### src/rtl/odd_parity_tx_if.sv
// rtl/odd_parity_tx_if.sv - word handshake between the data source and odd_parity_tx
//
// Signals:
//   data_in   source -> tx   word to send, sampled only on accept
//   valid_in  source -> tx   source has a word on data_in
//   ready_out tx -> source   transmitter can accept a word this cycle
// Modports:
//   master    data source side
//   slave     transmitter side
interface odd_parity_tx_if #(
    parameter int DATA_W = 8
);
    logic [DATA_W-1:0] data_in;
    logic              valid_in;
    logic              ready_out;

    modport master (output data_in, output valid_in, input ready_out);
    modport slave  (input data_in, input valid_in, output ready_out);
endinterface

### src/rtl/odd_parity_tx.sv
// rtl/odd_parity_tx.sv - serial transmitter framing a word with odd parity
//
// Frame on tx_out: start (0), DATA_W data bits LSB first, odd parity bit,
// stop (1). Every bit is held for CLKS_PER_BIT clock cycles.
//
// Ports:
//   clk        rising-edge clock
//   rst        synchronous, active-high reset
//   s          word handshake (data_in / valid_in / ready_out), slave side
//   tx_out     serial line, idles high, registered
//   busy       a frame is in progress
//   parity_out odd parity (~^data) of the most recently accepted word
module odd_parity_tx #(
    parameter int DATA_W       = 8,
    parameter int CLKS_PER_BIT = 4
) (
    input  logic             clk,
    input  logic             rst,
    odd_parity_tx_if.slave   s,
    output logic             tx_out,
    output logic             busy,
    output logic             parity_out
);

    // A one-cycle bit still needs a 1-bit counter that simply stays at 0.
    localparam int CNT_W = (CLKS_PER_BIT > 1) ? $clog2(CLKS_PER_BIT) : 1;
    localparam int BIT_W = $clog2(DATA_W) + 1;

    localparam logic [CNT_W-1:0] CNT_LAST = CNT_W'(CLKS_PER_BIT - 1);
    localparam logic [BIT_W-1:0] BIT_LAST = BIT_W'(DATA_W - 1);

    typedef enum logic [2:0] {
        IDLE   = 3'd0,
        START  = 3'd1,
        DATA   = 3'd2,
        PARITY = 3'd3,
        STOP   = 3'd4
    } state_t;

    state_t              state, state_n;
    logic [DATA_W-1:0]   shift_reg, shift_n;
    logic [BIT_W-1:0]    bit_cnt, bit_n;
    logic [CNT_W-1:0]    cnt, cnt_n;
    logic                par_n;
    logic                tx_n;
    logic                tick;

    always_ff @(posedge clk) begin
        if (rst) begin
            state      <= IDLE;
            shift_reg  <= '0;
            bit_cnt    <= '0;
            cnt        <= '0;
            parity_out <= 1'b0;
            tx_out     <= 1'b1;
        end else begin
            state      <= state_n;
            shift_reg  <= shift_n;
            bit_cnt    <= bit_n;
            cnt        <= cnt_n;
            parity_out <= par_n;
            tx_out     <= tx_n;
        end
    end

    always_comb begin
        state_n = state;
        shift_n = shift_reg;
        bit_n   = bit_cnt;
        cnt_n   = cnt;
        par_n   = parity_out;
        tick    = (cnt == CNT_LAST);

        if (state != IDLE) begin
            cnt_n = tick ? '0 : cnt + 1'b1;
        end

        case (state)
            IDLE: begin
                if (s.valid_in) begin
                    state_n = START;
                    shift_n = s.data_in;
                    par_n   = ~^s.data_in;
                    bit_n   = '0;
                    cnt_n   = '0;
                end
            end
            START: begin
                if (tick) state_n = DATA;
            end
            DATA: begin
                if (tick) begin
                    shift_n = shift_reg >> 1;
                    bit_n   = bit_cnt + 1'b1;
                    if (bit_cnt == BIT_LAST) state_n = PARITY;
                end
            end
            PARITY: begin
                if (tick) state_n = STOP;
            end
            STOP: begin
                if (tick) state_n = IDLE;
            end
            default: begin
                state_n = IDLE;
            end
        endcase
    end

    // tx_out is registered from the next-cycle values so the line only ever
    // changes on a clock edge, directly to the new bit.
    always_comb begin
        tx_n = 1'b1;
        case (state_n)
            START:   tx_n = 1'b0;
            DATA:    tx_n = shift_n[0];
            PARITY:  tx_n = par_n;
            default: tx_n = 1'b1;
        endcase
    end

    assign busy        = (state != IDLE);
    assign s.ready_out = (state == IDLE) && !rst;

endmodule

### src/flat_wrapper.sv
// flat-port wrapper written by rule: the top's interface ports become plain ports
module odd_parity_tx_flat 
#(
    parameter int DATA_W       = 8,
    parameter int CLKS_PER_BIT = 4
)
  (clk, rst, tx_out, busy, parity_out, s_data_in, s_valid_in, s_ready_out);
  odd_parity_tx_if #(.DATA_W(DATA_W)) s_i ();
  input  logic clk;
  input  logic rst;
  output logic tx_out;
  output logic busy;
  output logic parity_out;
  input wire logic [$bits(s_i.data_in)-1:0] s_data_in;
  input wire logic [$bits(s_i.valid_in)-1:0] s_valid_in;
  output wire logic [$bits(s_i.ready_out)-1:0] s_ready_out;
  assign s_i.data_in = s_data_in;
  assign s_i.valid_in = s_valid_in;
  assign s_ready_out = s_i.ready_out;
  odd_parity_tx #(.DATA_W(DATA_W), .CLKS_PER_BIT(CLKS_PER_BIT)) u_core (.clk(clk), .rst(rst), .s(s_i), .tx_out(tx_out), .busy(busy), .parity_out(parity_out));
endmodule
### config.mk
export PLATFORM = sky130hd
export DESIGN_NAME = odd_parity_tx_flat
export DESIGN_NICKNAME = d
export VERILOG_FILES = /design/src/rtl/odd_parity_tx_if.sv /design/src/rtl/odd_parity_tx.sv /design/src/flat_wrapper.sv
export SDC_FILE = /design/constraint.sdc
export NUM_CORES = 1
export LEC_CHECK = 0
export CAP_MARGIN = 20
export CORE_MARGIN = 8
export CORE_UTILIZATION = 55
export CTS_BUF_LIST = sky130_fd_sc_hd__clkbuf_4
export DETAILED_ROUTE_END_ITERATION = 7
export PLACE_DENSITY = 0.83
export SYNTH_ARGS = -nofsm -noshare
export SYNTH_HDL_FRONTEND = slang
export SYNTH_SLANG_ARGS = --single-unit
### constraint.sdc
create_clock -name clk -period 3.5 [get_ports clk]
set_input_delay 0.7 -clock clk [delete_from_list [all_inputs] [get_ports clk]]
set_output_delay 0.7 -clock clk [all_outputs]
set_load 0.05 [all_outputs]
==> flow_metrics.py, run 1 <==
metrics = {
    "outcome": {
        "outcome": "finished clean",
    },
    "global_routing": {
        "grt_usage_pct": 11.5,
        "grt_pass1_vias": 712,
        "grt_pass1_wl_um": 2990,
        "grt_max_degree": 19,
        "overflow": 0,
        "antenna_found_initial": 0,
    },
    "timing": {
        "finClkSkew_ps": 0.970,
        "fmax_ghz": 0.353,
        "grt_setup_unrepaired": "false",
        "finalCritPeriodShare_pct": 80.9,
        "tns_ps": 0,
        "slew_headroom_pct": 66.9,
        "hold_viol": 0,
        "slew_viol_final": 0,
        "setup_viol": 0,
        "setup_ws_ps": 669,
        "min_period_ps": 2830,
        "worst_pin_slew_ps": 495,
    },
    "worst_setup_path": {
        "cp_max_fo": 8,
        "path_cells": "nor3_1 > inv_1 > nor2_1 > clkdlybuf4s50_1",
        "setup.worst_path.class": "flip-flop to output pin",
        "end_kind": "output pin",
        "crit_slowest_cell": "clkdlybuf4s50_1",
        "worst-endpoint-required_ps": 2800,
        "cp.arrival_ps": 2130,
        "max_stage_delay_ps": 810,
        "critPathLaunchType": "flip-flop",
    },
    "job": {
        "cap_violations": 0,
    },
    "power_and_ir_drop": {
        "leakage_nw": 0.391,
        "ir_worst_vdd_uv": 299,
        "power_frac_comb_pct": 21.2,
        "power_frac_clock_pct": 25.5,
        "p_switching_mw": 0.120,
        "seqPwrFrac_pct": 53.3,
        "p_sw_share_pct": 27.1,
        "intPower_mw": 0.323,
        "powerDensity_nw_per_um2": 411,
    },
    "yosys": {
        "ys_seq_area_share_pct": 42.1,
        "syn_nets": 111,
        "synthCells": 98,
        "yosysUniqueCellTypes": 29,
        "syn_avg_cell_area_um2": 9.22,
        "ys_warn_count": 0,
        "synth_simple_gate_area_share_pct": 22.4,
        "synth_fa_ha_area_share_pct": 2.77,
        "synth_top_family_by_area": "simple AND/OR/NAND/NOR gates",
        "synth-compound-area-share_pct": 16.3,
        "ys_ff_latch": 19,
        "synth_area_um2": 903,
        "synthMuxAreaShare_pct": 2.22,
        "synth_xor_area_share_pct": 9.70,
    },
    "routing": {
        "dr.pass1.iters": 5,
        "drc": 0,
        "vias": 725,
        "wirelength_um": 1770,
        "ant_nets": 0,
        "wire_per_inst_um": 13.8,
        "drtIter0Drc": 8,
        "viasPerCell": 5.66,
    },
    "clock_tree": {
        "cts.sinks": 19,
        "htree_num_levels": 1,
        "cts_made_buffers": 3,
        "cts_hold_buf": 0,
        "cts_root_buf": "clkbuf_4",
        "clkTransAtPathRegs_ps": 100,
        "cts_resized": 0,
        "post-cts-setup-buffers": 0,
        "cts_tree": "yes",
        "insertion_delay_ps": 280,
        "clockBufferDepth": 2,
    },
    "floorplan": {
        "initial_core_util_pct": 59.3,
        "core_um2": 1520,
        "io_pins": 15,
        "die_width_um": 56.5,
        "dieHeight_um": 56.5,
        "dieArea_um2": 3200,
        "num_rows": 14,
    },
    "placed_design": {
        "io_buffers": 14,
        "gp_congestion": 0.699,
        "pre_cts_slack_ps": 734,
        "dp_hpwl_um": 1350,
    },
    "worst_hold_path": {
        "min_path_type": "flip-flop to flip-flop",
    },
    "layout": {
        "syn_to_final_growth_pct": 19.1,
        "largest_reg_flops": 8,
        "fillerInstances": 141,
        "diodes": 0,
        "drive_gt1_share_pct": 8.93,
        "layout.nets": 126,
    },
}
[placed cells by master, fill, tap and decap left out]
cell type	instances
nand4_1	1
clkbuf_4	4
ha_1	2
a31oi_1	1
and4b_1	1
o211ai_1	1
buf_4	2
clkdlybuf4s50_1	14
nor3_1	6
nor2_2	1
nor2_1	9
nor4b_4	1
or4b_1	1
and4bb_4	1
or3b_1	1
xor2_1	2
dfxtp_1	19
o21a_1	1
a22o_1	1
nand3_1	1
a22oi_1	8
a211oi_2	1
nand4b_1	1
nand2b_1	1
nand2_1	10
a21oi_1	9
mux2i_1	2
inv_1	2
xnor2_1	8
[final cells by class]
type | count | area, um2 | share of cell area, %
multi-input combinational | 71 | 483 | 44.9
tap | 16 | 20.0 | 1.86
inverter | 2 | 7.51 | 0.698
clock buffer | 4 | 30.0 | 2.79
timing repair buffer | 16 | 155 | 14.4
sequential | 19 | 380 | 35.3
[through the flow]
stage | hold WS [ps] | cell area [um2] | power (mW) | cells | utilization (%)
global placement | 442 | 1050 | 0.332 | 124 | 68.6
CTS | 461 | 1080 | 0.448 | 128 | 70.6
finish | 459 | 1080 | 0.443 | 128 | 70.6
floorplan | 436 | 903 | 0.303 | 98 | -
global route | 500 | 1080 | 0.465 | 128 | 70.6
detailed placement | 447 | 1050 | 0.335 | 124 | 68.6
[cell usage after synthesis]
| master | count | share of area [%] |
|---|---|---|
| nor3_1 | 6 | 3.3 |
| clkbuf_1 | 3 | 1.2 |
| xor2_1 | 2 | 1.9 |
| and4bb_4 | 1 | 1.8 |
| or3b_1 | 1 | 0.97 |
| nand4_1 | 1 | 0.69 |
| nand2_1 | 10 | 4.2 |
| and4b_1 | 1 | 1.1 |
| nor2_1 | 9 | 3.7 |
| nand3_1 | 1 | 0.55 |
| dfxtp_1 | 19 | 42 |
| buf_2 | 2 | 1.1 |
| or4b_1 | 1 | 1.1 |
| nand4b_1 | 1 | 0.97 |
| mux2i_1 | 2 | 2.2 |
| xnor2_1 | 8 | 7.8 |
| inv_1 | 2 | 0.83 |
| a21oi_1 | 9 | 5.0 |
| a31oi_1 | 1 | 0.69 |
| a211oi_2 | 1 | 1.4 |
| o21a_1 | 1 | 0.83 |
| ha_1 | 2 | 2.8 |
| nand2b_1 | 1 | 0.69 |
| a22oi_1 | 8 | 6.6 |
| buf_6 | 1 | 1.2 |
| nor4b_4 | 1 | 2.6 |
| nor2_2 | 1 | 0.69 |
| o211ai_1 | 1 | 0.83 |
| a22o_1 | 1 | 0.97 |
[worst max-delay path, delay by kind of cell, from the launching register on]
kind	cells	cell delay [ps]
buf+inv	2	940
simple gates	2	500
flops	1	400
[power by group through the flow]
stage               sequential (mW)  clock, mW  combinational, mW
finish                        0.236      0.113             0.0938
global route                  0.237      0.126              0.102
CTS                           0.236      0.118             0.0946
detailed placement            0.241          0             0.0944
global placement              0.239          0             0.0926
floorplan                     0.247          0             0.0554
[cell families after synthesis]
| kind of cell | after synthesis |
|---|---|
| adder cells (fa/ha/maj) | 2 |
| flip-flops | 19 |
| buffers and inverters | 8 |
| XOR/XNOR | 10 |
| multiplexers | 2 |
| AND/OR/NAND/NOR | 35 |
| AO/OA/AOI/OAI | 22 |
[routing by layer]
| layer | track usage [%] | vias to the layer above | share of wire, % |
|---|---|---|---|
| met5 | 0 | - | 0 |
| met4 | 7.22 | 0 | 0.90 |
| met3 | 2.70 | 2 | 3.3 |
| met2 | 20.8 | 12 | 54 |
| met1 | 11.4 | 336 | 42 |
| li1 | - | 375 | - |
[path summary, 6_finish.rpt]
kind / start / end / slack [ps] / cells past startpoint
worst max-delay path: u_core.state[2] / s_ready_out / 670 / 4
worst min-delay path: u_core.shift_reg[4] / u_core.shift_reg[4] / 460 / 2
worst max register to register: u_core.cnt[0] / u_core.tx_out / 1510 / 6
worst min register to register: u_core.shift_reg[4] / u_core.shift_reg[4] / 460 / 2
Note: power is estimated with default switching activity, not from simulation.
==> run 2, diff against run 1 <==
- CORE_UTILIZATION: 55 -> 48
- PLACE_DENSITY: 0.83 -> 0.77
- clock period: 3.5 -> 2.45 ns (I/O delays scaled with it)
==> flow_metrics.py, run 2 (synthesis results as in run 1) <==
metrics = {
    "outcome": {
        "outcome": "finished clean",
    },
    "worst_hold_path": {
        "min_path_type": "flip-flop to flip-flop",
        "hp-start": "u_core.shift_reg[4]",
    },
    "power_and_ir_drop": {
        "leakage_nw": 0.399,
        "ir_worst_vdd_uv": 486,
        "powerDensity_nw_per_um2": 583,
    },
    "global_routing": {
        "grt_pass1_wl_um": 2980,
        "grt_pass1_vias": 681,
        "grt_usage_pct": 10.6,
        "overflow": 0,
        "antenna_found_initial": 0,
        "grt_max_degree": 19,
    },
    "clock_tree": {
        "cts_root_buf": "clkbuf_4",
        "cts_tree": "yes",
        "clockBufferDepth": 2,
        "cts_made_buffers": 3,
        "clkTransAtPathRegs_ps": 110,
        "htree_num_levels": 1,
        "post-cts-setup-buffers": 0,
        "cts.sinks": 19,
        "insertion_delay_ps": 290,
    },
    "placed_design": {
        "pre_cts_slack_ps": 312,
        "gp_congestion": 0.752,
        "io_buffers": 14,
        "dp_hpwl_um": 1280,
    },
    "routing": {
        "dr.pass1.iters": 4,
        "ant_nets": 0,
        "drc": 0,
        "drtIter0Drc": 11,
        "vias": 714,
        "wirelength_um": 1750,
        "viasPerCell": 5.21,
        "wire_per_inst_um": 12.8,
    },
    "timing": {
        "finalCritPeriodShare_pct": 88.3,
        "slew_viol_final": 0,
        "slew_headroom_pct": 66.8,
        "worst_pin_slew_ps": 496,
        "setup_viol": 0,
        "tns_ps": 0,
        "finClkSkew_ps": 6.50,
        "fmax_ghz": 0.462,
        "min_period_ps": 2160,
        "hold_viol": 0,
        "grt_setup_unrepaired": "false",
        "setup_ws_ps": 288,
    },
    "layout": {
        "layout.nets": 126,
        "syn_to_final_growth_pct": 21.3,
        "fillerInstances": 142,
        "mostFrequentLayoutCell": "dfxtp_1",
        "largest_reg_flops": 8,
        "drive_gt1_share_pct": 9.82,
        "final_cell_mix": "19 x dfxtp_1, 12 x clkdlybuf4s50_1, 10 x nand2_1",
        "diodes": 0,
    },
    "worst_setup_path": {
        "critPathLaunchType": "flip-flop",
        "worst-endpoint-required_ps": 1960,
        "end_kind": "output pin",
        "cp-startpoint": "u_core.state[2]",
        "timing.rr.start": "u_core.cnt[0]",
        "setup.worst_path.class": "flip-flop to output pin",
        "cp_max_fo": 8,
        "cp.arrival_ps": 1670,
    },
    "job": {
        "cap_violations": 0,
    },
    "floorplan": {
        "num_rows": 15,
        "dieHeight_um": 59.4,
        "io_pins": 15,
        "dieArea_um2": 3530,
        "initial_core_util_pct": 51.8,
        "die_width_um": 59.4,
        "core_um2": 1750,
    },
}
run 2: cell types whose count changed in the layout (fill, tap and decap cells not counted), sizes merged:
cell / previous run / this run
clkdlybuf4s50: 14 / 12
buf: 2 / 3
dlygate4sd2: 0 / 1
run 2: stage by stage:
| stage | instances | total power, mW | instance area [um2] | hold WS (ps) | util, % |
|---|---|---|---|---|---|
| floorplan | 98 | 0.432 | 903 | 436 | - |
| global placement | 133 | 0.478 | 1070 | 444 | 61.1 |
| detailed placement | 133 | 0.480 | 1070 | 447 | 61.1 |
| CTS | 137 | 0.647 | 1100 | 462 | 62.8 |
| global route | 137 | 0.669 | 1100 | 482 | 62.8 |
| finish | 137 | 0.639 | 1100 | 460 | 62.8 |
run 2: worst max-delay path: stages (launching register included):
cell and delay [ps]:
dfxtp_1 400, nor3_1 400, inv_1 130, dlygate4sd2_1 450
run 2: final timing paths:
| kind | to | slack (ps) | cells after the start |
|---|---|---|---|
| hold reg to reg | u_core.shift_reg[4] | 460 | 2 |
| hold / removal | u_core.shift_reg[4] | 460 | 2 |
| setup / recovery | busy | 290 | 3 |
| setup reg to reg | u_core.tx_out | 480 | 6 |
run 2: power breakdown:
part | leakage (nW) | switching, mW | internal, mW
sequential | 0.155 | 0.0110 | 0.325
clock | 0.0184 | 0.0937 | 0.0744
combinational | 0.225 | 0.0721 | 0.0634
run 2: area by class of cell:
type                       count  area (um2)  share of cell area [%]
sequential                    19         380                    34.7
clock buffer                   4        30.0                    2.74
inverter                       2        7.51                   0.685
multi-input combinational     71         483                    44.1
tap                           25        31.3                    2.85
timing repair buffer          16         164                    15.0
run 2: per-layer routing:
| layer | wire (um) | vias to the layer above | share of wire, % | global-route usage, % |
|---|---|---|---|---|
| met5 | 0 | - | 0 | 0 |
| met4 | 12 | 0 | 0.69 | 2.05 |
| met3 | 83 | 2 | 4.7 | 4.56 |
| met2 | 813 | 13 | 47 | 18.5 |
| met1 | 839 | 323 | 48 | 11.5 |
| li1 | - | 376 | - | - |
run 2: timing repair:
item / 4_1_cts / 5_1_grt
resized for setup: 1 / 0
setup endpoints to repair: 1 / 0
hold buffers: 0 / 0
